==> config.mk <==
export PLATFORM = sky130hd
export DESIGN_NAME = lzc_norm_shifter
export DESIGN_NICKNAME = d
export VERILOG_FILES = /design/src/rtl/lzc_norm_shifter.sv
export SDC_FILE = /design/constraint.sdc
export NUM_CORES = 1
export LEC_CHECK = 0
export BUFFER_PORTS_ARGS = -buffer_cell sky130_fd_sc_hd__buf_2
export CORE_ASPECT_RATIO = 0.75
export CORE_MARGIN = 5
export CORE_UTILIZATION = 55
export CTS_CLUSTER_DIAMETER = 150
export DETAILED_ROUTE_END_ITERATION = 8
export PLACE_DENSITY_LB_ADDON = 0.15
export SKIP_CTS_REPAIR_TIMING = 1
export SLEW_MARGIN = 20
export SYNTH_ARGS = -nofsm -noshare
export SYNTH_HDL_FRONTEND = slang
export SYNTH_SLANG_ARGS = --single-unit
==> constraint.sdc <==
create_clock -name clk -period 2.41 [get_ports clk]
set_input_delay 0.1205 -clock clk [delete_from_list [all_inputs] [get_ports clk]]
set_output_delay 0.1205 -clock clk [all_outputs]
set_load 0.01 [all_outputs]
==> src/rtl/lzc_norm_shifter.sv <==
// Leading-zero count and left-normalize shifter for FP32 / dual-lane FP16
// mantissas. Two-stage valid/ready pipeline: stage 1 captures the beat and
// its leading-zero count, stage 2 holds the shifted mantissa and zero flags.

package lzc_norm_shifter_pkg;
    typedef enum logic [0:0] {
        FMT_FP32 = 1'b0,
        FMT_FP16 = 1'b1
    } fp_fmt_e;
endpackage

module lzc_norm_shifter
    import lzc_norm_shifter_pkg::*;
(
    input  logic        clk,
    input  logic        rst_n,
    input  logic        in_valid,
    output logic        in_ready,
    input  fp_fmt_e     in_fmt,
    input  logic [25:0] in_X,
    input  logic        in_sticky_h,
    input  logic        in_sticky_l,
    output logic        out_valid,
    input  logic        out_ready,
    output fp_fmt_e     out_fmt,
    output logic [25:0] out_R,
    output logic [7:0]  out_lzc,
    output logic        out_zero_h,
    output logic        out_zero_l,
    output logic        out_sticky_h,
    output logic        out_sticky_l
);

    // Leading zeros of a 26-bit value; all-zero yields 26.
    function automatic logic [4:0] lzc26(input logic [25:0] x);
        logic [4:0] n;
        n = 5'd26;
        for (int i = 0; i < 26; i++) begin
            n = x[i] ? 5'(25 - i) : n;
        end
        return n;
    endfunction

    // Leading zeros of a 10-bit lane; all-zero yields 10.
    function automatic logic [3:0] lzc10(input logic [9:0] x);
        logic [3:0] n;
        n = 4'd10;
        for (int i = 0; i < 10; i++) begin
            n = x[i] ? 4'(9 - i) : n;
        end
        return n;
    endfunction

    logic        s1_valid_r;
    fp_fmt_e     s1_fmt_r;
    logic [25:0] s1_x_r;
    logic [7:0]  s1_lzc_r;
    logic        s1_sticky_h_r;
    logic        s1_sticky_l_r;

    logic        s2_adv_s;
    logic        s1_adv_s;
    logic [7:0]  in_lzc_s;
    logic [25:0] s2_r_s;
    logic [9:0]  s2_hi_s;
    logic [9:0]  s2_lo_s;
    logic        s2_zero_h_s;
    logic        s2_zero_l_s;

    // Output stage moves when empty or drained; input stage moves behind it.
    assign s2_adv_s = ~out_valid | out_ready;
    assign s1_adv_s = ~s1_valid_r | s2_adv_s;
    assign in_ready = s1_adv_s;

    // Count leading zeros of the incoming beat; FP16 gap bits never reach a lane count.
    always_comb begin
        in_lzc_s = 8'h00;
        case (in_fmt)
            FMT_FP32: in_lzc_s = {3'b000, lzc26(in_X)};
            FMT_FP16: in_lzc_s = {lzc10(in_X[25:16]), lzc10(in_X[9:0])};
            default:  in_lzc_s = 8'h00;
        endcase
    end

    // Shift each lane by its own count and derive zero flags; gap stays zero.
    always_comb begin
        s2_r_s      = 26'd0;
        s2_hi_s     = 10'd0;
        s2_lo_s     = 10'd0;
        s2_zero_h_s = 1'b0;
        s2_zero_l_s = 1'b0;
        case (s1_fmt_r)
            FMT_FP32: begin
                s2_r_s      = s1_x_r << s1_lzc_r[4:0];
                s2_zero_l_s = (s1_lzc_r[4:0] == 5'd26);
            end
            FMT_FP16: begin
                s2_hi_s     = s1_x_r[25:16] << s1_lzc_r[7:4];
                s2_lo_s     = s1_x_r[9:0] << s1_lzc_r[3:0];
                s2_r_s      = {s2_hi_s, 6'b000000, s2_lo_s};
                s2_zero_h_s = (s1_lzc_r[7:4] == 4'd10);
                s2_zero_l_s = (s1_lzc_r[3:0] == 4'd10);
            end
            default: begin
                s2_r_s      = 26'd0;
                s2_zero_h_s = 1'b0;
                s2_zero_l_s = 1'b0;
            end
        endcase
    end

    // Stage valid bits; reset discards any in-flight beats immediately.
    always_ff @(posedge clk or negedge rst_n) begin
        if (!rst_n) begin
            s1_valid_r <= 1'b0;
            out_valid  <= 1'b0;
        end else begin
            if (s1_adv_s) begin
                s1_valid_r <= in_valid;
            end
            if (s2_adv_s) begin
                out_valid <= s1_valid_r;
            end
        end
    end

    // Stage 1 data capture on acceptance; data needs no reset.
    always_ff @(posedge clk) begin
        if (s1_adv_s && in_valid) begin
            s1_fmt_r      <= in_fmt;
            s1_x_r        <= in_X;
            s1_lzc_r      <= in_lzc_s;
            s1_sticky_h_r <= in_sticky_h;
            s1_sticky_l_r <= in_sticky_l;
        end
    end

    // Stage 2 data capture; holds steady while the consumer stalls.
    always_ff @(posedge clk) begin
        if (s2_adv_s && s1_valid_r) begin
            out_fmt      <= s1_fmt_r;
            out_R        <= s2_r_s;
            out_lzc      <= s1_lzc_r;
            out_zero_h   <= s2_zero_h_s;
            out_zero_l   <= s2_zero_l_s;
            out_sticky_h <= s1_sticky_h_r;
            out_sticky_l <= s1_sticky_l_r;
        end
    end

endmodule

# After elaboration in Yosys (flattened, before gate mapping)
# Index checks and enable logic that the tools add are counted.
# Widths: inputs -> output; s select.
[word_totals]
reg_bits = 78
latch_bits = 0
rom_bits = 0
out_inout_bits = 41
ramBits = 0
n_memories = 0
[op_classes]
div = 0
mul = 0
shifts = 3
n_mux = 49
n_eq_ne = 3
add_sub_neg = 0
n_reduce_logical = 2
n_lt_le_gt_ge = 0
n_bitwise = 6
[ops]
columns = ["op", "n"]
rows = [
  ["$mux 4", 24],
  ["$mux 5", 16],
  ["$pmux 26 s2", 1],
  ["$shl 26x5->26", 1],
  ["$shl 10x4->10", 2],
  ["$pmux 8 s2", 1],
  ["$mux 2", 6],
  ["$eq 4x4->1 const B", 2],
  ["$eq 5x5->1 const B", 1],
  ["$not 1->1", 4],
  ["$logic_and 1x1->1", 2],
  ["$or 1x1->1", 2],
  ["$pmux 1 s2", 1],
]

# Longest topological paths before layout
[depth]
depth_word = 27
ltp_mapped = 9
mapped_depth_nobuf = 6

# Worst setup path after synthesis
# Ideal clock, no wire load.
[synth_timing]
path_type = "register to register"
start = "reg s1_lzc_r[0]"
end = "reg out_R[17] (data pin)"
setup_slack_ns = 0.408
stages_incl_launch_ff = 8
path_buffers = 1
required_time_ns = 2.149
arrival_time_ns = 1.741
cell_sequence = "edfxtp_1 -> buf_6 -> mux2_4 -> mux2_4 -> and2_4 -> a211oi_2 -> a211oi_1 -> a221o_1"
[synth_via]
elab_chain_cells = 2
[synth_rtl]
columns = ["element", "line", "source"]
rows = [
  ["start: declaration", "57", "logic [7:0] s1_lzc_r;"],
  ["start signal: assignment", "132", "s1_lzc_r <= in_lzc_s;"],
  ["$shl 26x5->26", "94", "s2_r_s = s1_x_r << s1_lzc_r[4:0];"],
  ["$pmux 26 s2", "92", "case (s1_fmt_r)"],
  ["net s2_r_s[17]", "64", "logic [25:0] s2_r_s;"],
  ["end signal: assignment", "142", "out_R <= s2_r_s;"],
  ["end: declaration", "26", "output logic [25:0] out_R,"],
]
# The timed path passes the listed nets, and every way through them passes these cells.
# A chain may end at the register's enable or synchronous reset.

# Worst setup path in the final report
[layout_timing]
start = "reg s1_lzc_r[0]"
end = "reg out_R[23] (data pin)"
# The elaborated chain is that of the path after synthesis.

==> results.ini <==
[sta]
hold_ws_ps=9.359
setup_tns_ps=0
tightestPinTransition_ps=674.8
finalCriticalPeriod_ps=2253
rsz0062_at_grt=false
setup_ws_ps=157.0
setup_viol=0
slew_headroom=0.5501
fin_skew_ps=12.61
hold_viol_final=0
max_freq_mhz=443.9
drv_slew=0
post-route-period-util=0.9348

[synth]
synth-main-ff-cell=edfxtp_1
synthCells=398
synth_nets=431
ys_seq_area_frac=0.5258
yosysTopAreaCell=edfxtp_1
postSynthAreaPerCell_sq_um=11.14
synth_area_leaders=edfxtp_1 (51%), mux2i_1 (8.8%), nor2_1 (4.0%), nand2_1 (3.3%), mux2_2 (3.0%)
async_reset_ff_frac=0.02564
synth.distinct_cells=53
synth-edff-count=76
ys_seq_elements=78
ys.warnings.count=0
synth.top_cell.area_share=0.5145
syn_area_sq_mm=0.004436

[drt]
drtAntennaViolNets=0
post_drt_wl_per_cell_microns=18.10
first_pass_iters=5
vias=3542
drc_errors=0
drt-total-wl_microns=10920
drt_iter0_markers=261
viasPerCell=5.874

[grt]
grt_pass1_vias=3225
grt.total_usage=0.2228
antenna_found_initial=0
grt_max_degree=38
grt_pass1_wl_microns=17130
grt_overflow=0

[die]
die_x_microns=113.7
die_h_microns=87.77
io_pins=74
rows=28
dieArea_sq_mm=0.009979
initial_core_util=0.5627
coreArea_sq_mm=0.007883

[worst_setup_path]
cp_slowest_cell=edfxtp_1
critPathKind=flip-flop to flip-flop
slowest_delay_ps=530
cp_max_fo=16
critPathArrivalTime_ps=2340
path_cells=buf_12 -> mux2i_1 -> mux2i_1 -> mux2i_1 -> o22a_1 -> o21ai_0
endpoint_kind=flip-flop
critPathLaunchType=flip-flop
crit_top_cell=mux2i_1
crit_required_ps=2500
crit_buf_inv=1
cpLargestDelayFamily=multiplexers

[pwr]
leakagePower_nw=2.107
vdd_drop_max_mv=0.3758
p_per_area_mw_per_mm2=642.2

[cts]
clock_latency_ps=360
clock-sinks=78
clk_pin_slew_ps=70
h-tree-depth=3
tritoncts=done
root_buffer=clkbuf_8
cts_buffers=9
cts_buffer_depth=2

[cells_and_area]
area_growth_pct=20.73
layout-drive-gt1-share=0.2510
n_antenna_cell=0
multi_input_area_sq_mm=0.001944
regArea_sq_mm=0.002332
nFillCells=602
final_nets=527

[place]
gp_congestion=0.9164
io_buffers=73
post-place-ws_ps=213.0
dpl.hpwl_microns=7759

[flow_run]
maxCapViolCount=0

[run_status]
status=complete, no violations

[hold_path]
hp-class=input pin to flip-flop

-- per-stage QoR --
step           instance area, sq um  power (mW)  std cells  utilization
4_1_cts                        5115       3.418        579       0.6489
3_5_place_dp                   4913       2.397        564       0.6233
6_report                       5355       3.439        603       0.6794
2_1_floorplan                  4436       2.161        398            -
5_1_grt                        5355       3.599        603       0.6794
3_3_place_gp                   4913       2.388        564       0.6233
-- final cells by class --
type                       instances  area share
inverter                           8    0.005607
clock buffer                       9     0.02313
tap                              105     0.02453
sequential                        78      0.4355
multi-input combinational        287      0.3631
timing repair buffer             110      0.1336
clock inverter                     6     0.01449
-- synthesized netlist by cell type (3+ instances only) --
cell type	count
a221o_1	3
nor3b_1	3
nor2_1	47
a211oi_1	9
mux2_4	3
inv_1	7
nor2b_1	8
nand2b_1	8
edfxtp_1	76
a21oi_1	22
o21ai_0	21
buf_6	3
mux4_2	5
nand2_1	39
nor4_1	3
buf_2	8
and2_1	3
mux2i_1	39
nand3_1	6
nor3_1	9
o22a_1	3
o21bai_1	5
o211ai_1	6
clkbuf_1	11
mux2_2	12
-- final timing paths --
kind	startpoint	endpoint	slack (ps)	depth (start not counted)
setup reg to reg	s1_lzc_r[0]	out_R[23]	160	6
hold reg to reg	s1_sticky_h_r	out_sticky_h	420	0
hold / removal	in_X[12]	s1_x_r[12]	9	1
max in group asynchronous	rst_n	s1_valid_r	2250	2
min in group asynchronous	rst_n	out_valid	60	2
setup / recovery	s1_lzc_r[0]	out_R[23]	160	6
-- sequential cells by signal, summed over array words and instances, names as in the netlist --
register and cells:
out_zero_l 1, out_sticky_h 1, out_lzc 8, out_zero_h 1
out_R 26, s1_x_r 26, out_fmt 1, s1_fmt_r 1
s1_lzc_r 8, s1_valid_r 1, s1_sticky_l_r 1, s1_sticky_h_r 1
out_sticky_l 1, out_valid 1
-- placed cells by master, fill, tap and decap left out, types with 3 or more instances in the layout --
cell type,n
mux2_4,3
nand2_1,39
buf_2,73
a211oi_1,9
buf_4,12
nand3_1,6
nor3_1,9
nand2b_1,8
nor2_1,47
mux2_2,12
nor3b_1,3
o211ai_1,6
dlygate4sd3_1,24
nor4_1,3
mux4_2,5
a221o_1,3
o21ai_0,21
clkbuf_8,9
inv_1,7
a21oi_1,22
nor2b_1,8
o22a_1,3
edfxtp_1,76
o21bai_1,5
mux2i_1,39
-- layer usage --
metal | share of wire | track usage
met1 | 0.47 | 0.3299
met2 | 0.45 | 0.3298
met3 | 0.070 | 0.04489
met4 | 0.016 | 0.07642
met5 | 0 | 0
-- power by group --
part           internal [mW]  switching (mW)  total (mW)  leakage, nW
Sequential              1.62          0.0631        1.69        0.764
Combinational          0.307           0.413       0.721         1.24
Clock                  0.567           0.464        1.03        0.104
Total                   2.50           0.941        3.44         2.11
-- cell families (layout without fill, tap and decap cells) --
group                  count (synthesis)  after routing  share of synthesized area
AOI/OAI and AO/OA                     89             89                     0.1326
muxes                                 60             60                     0.1599
buffers and inverters                 33            133                    0.03611
DFF                                   78             78                     0.5258
and+or+nand+nor                      138            138                     0.1456
(Power assumes the default switching activity.)
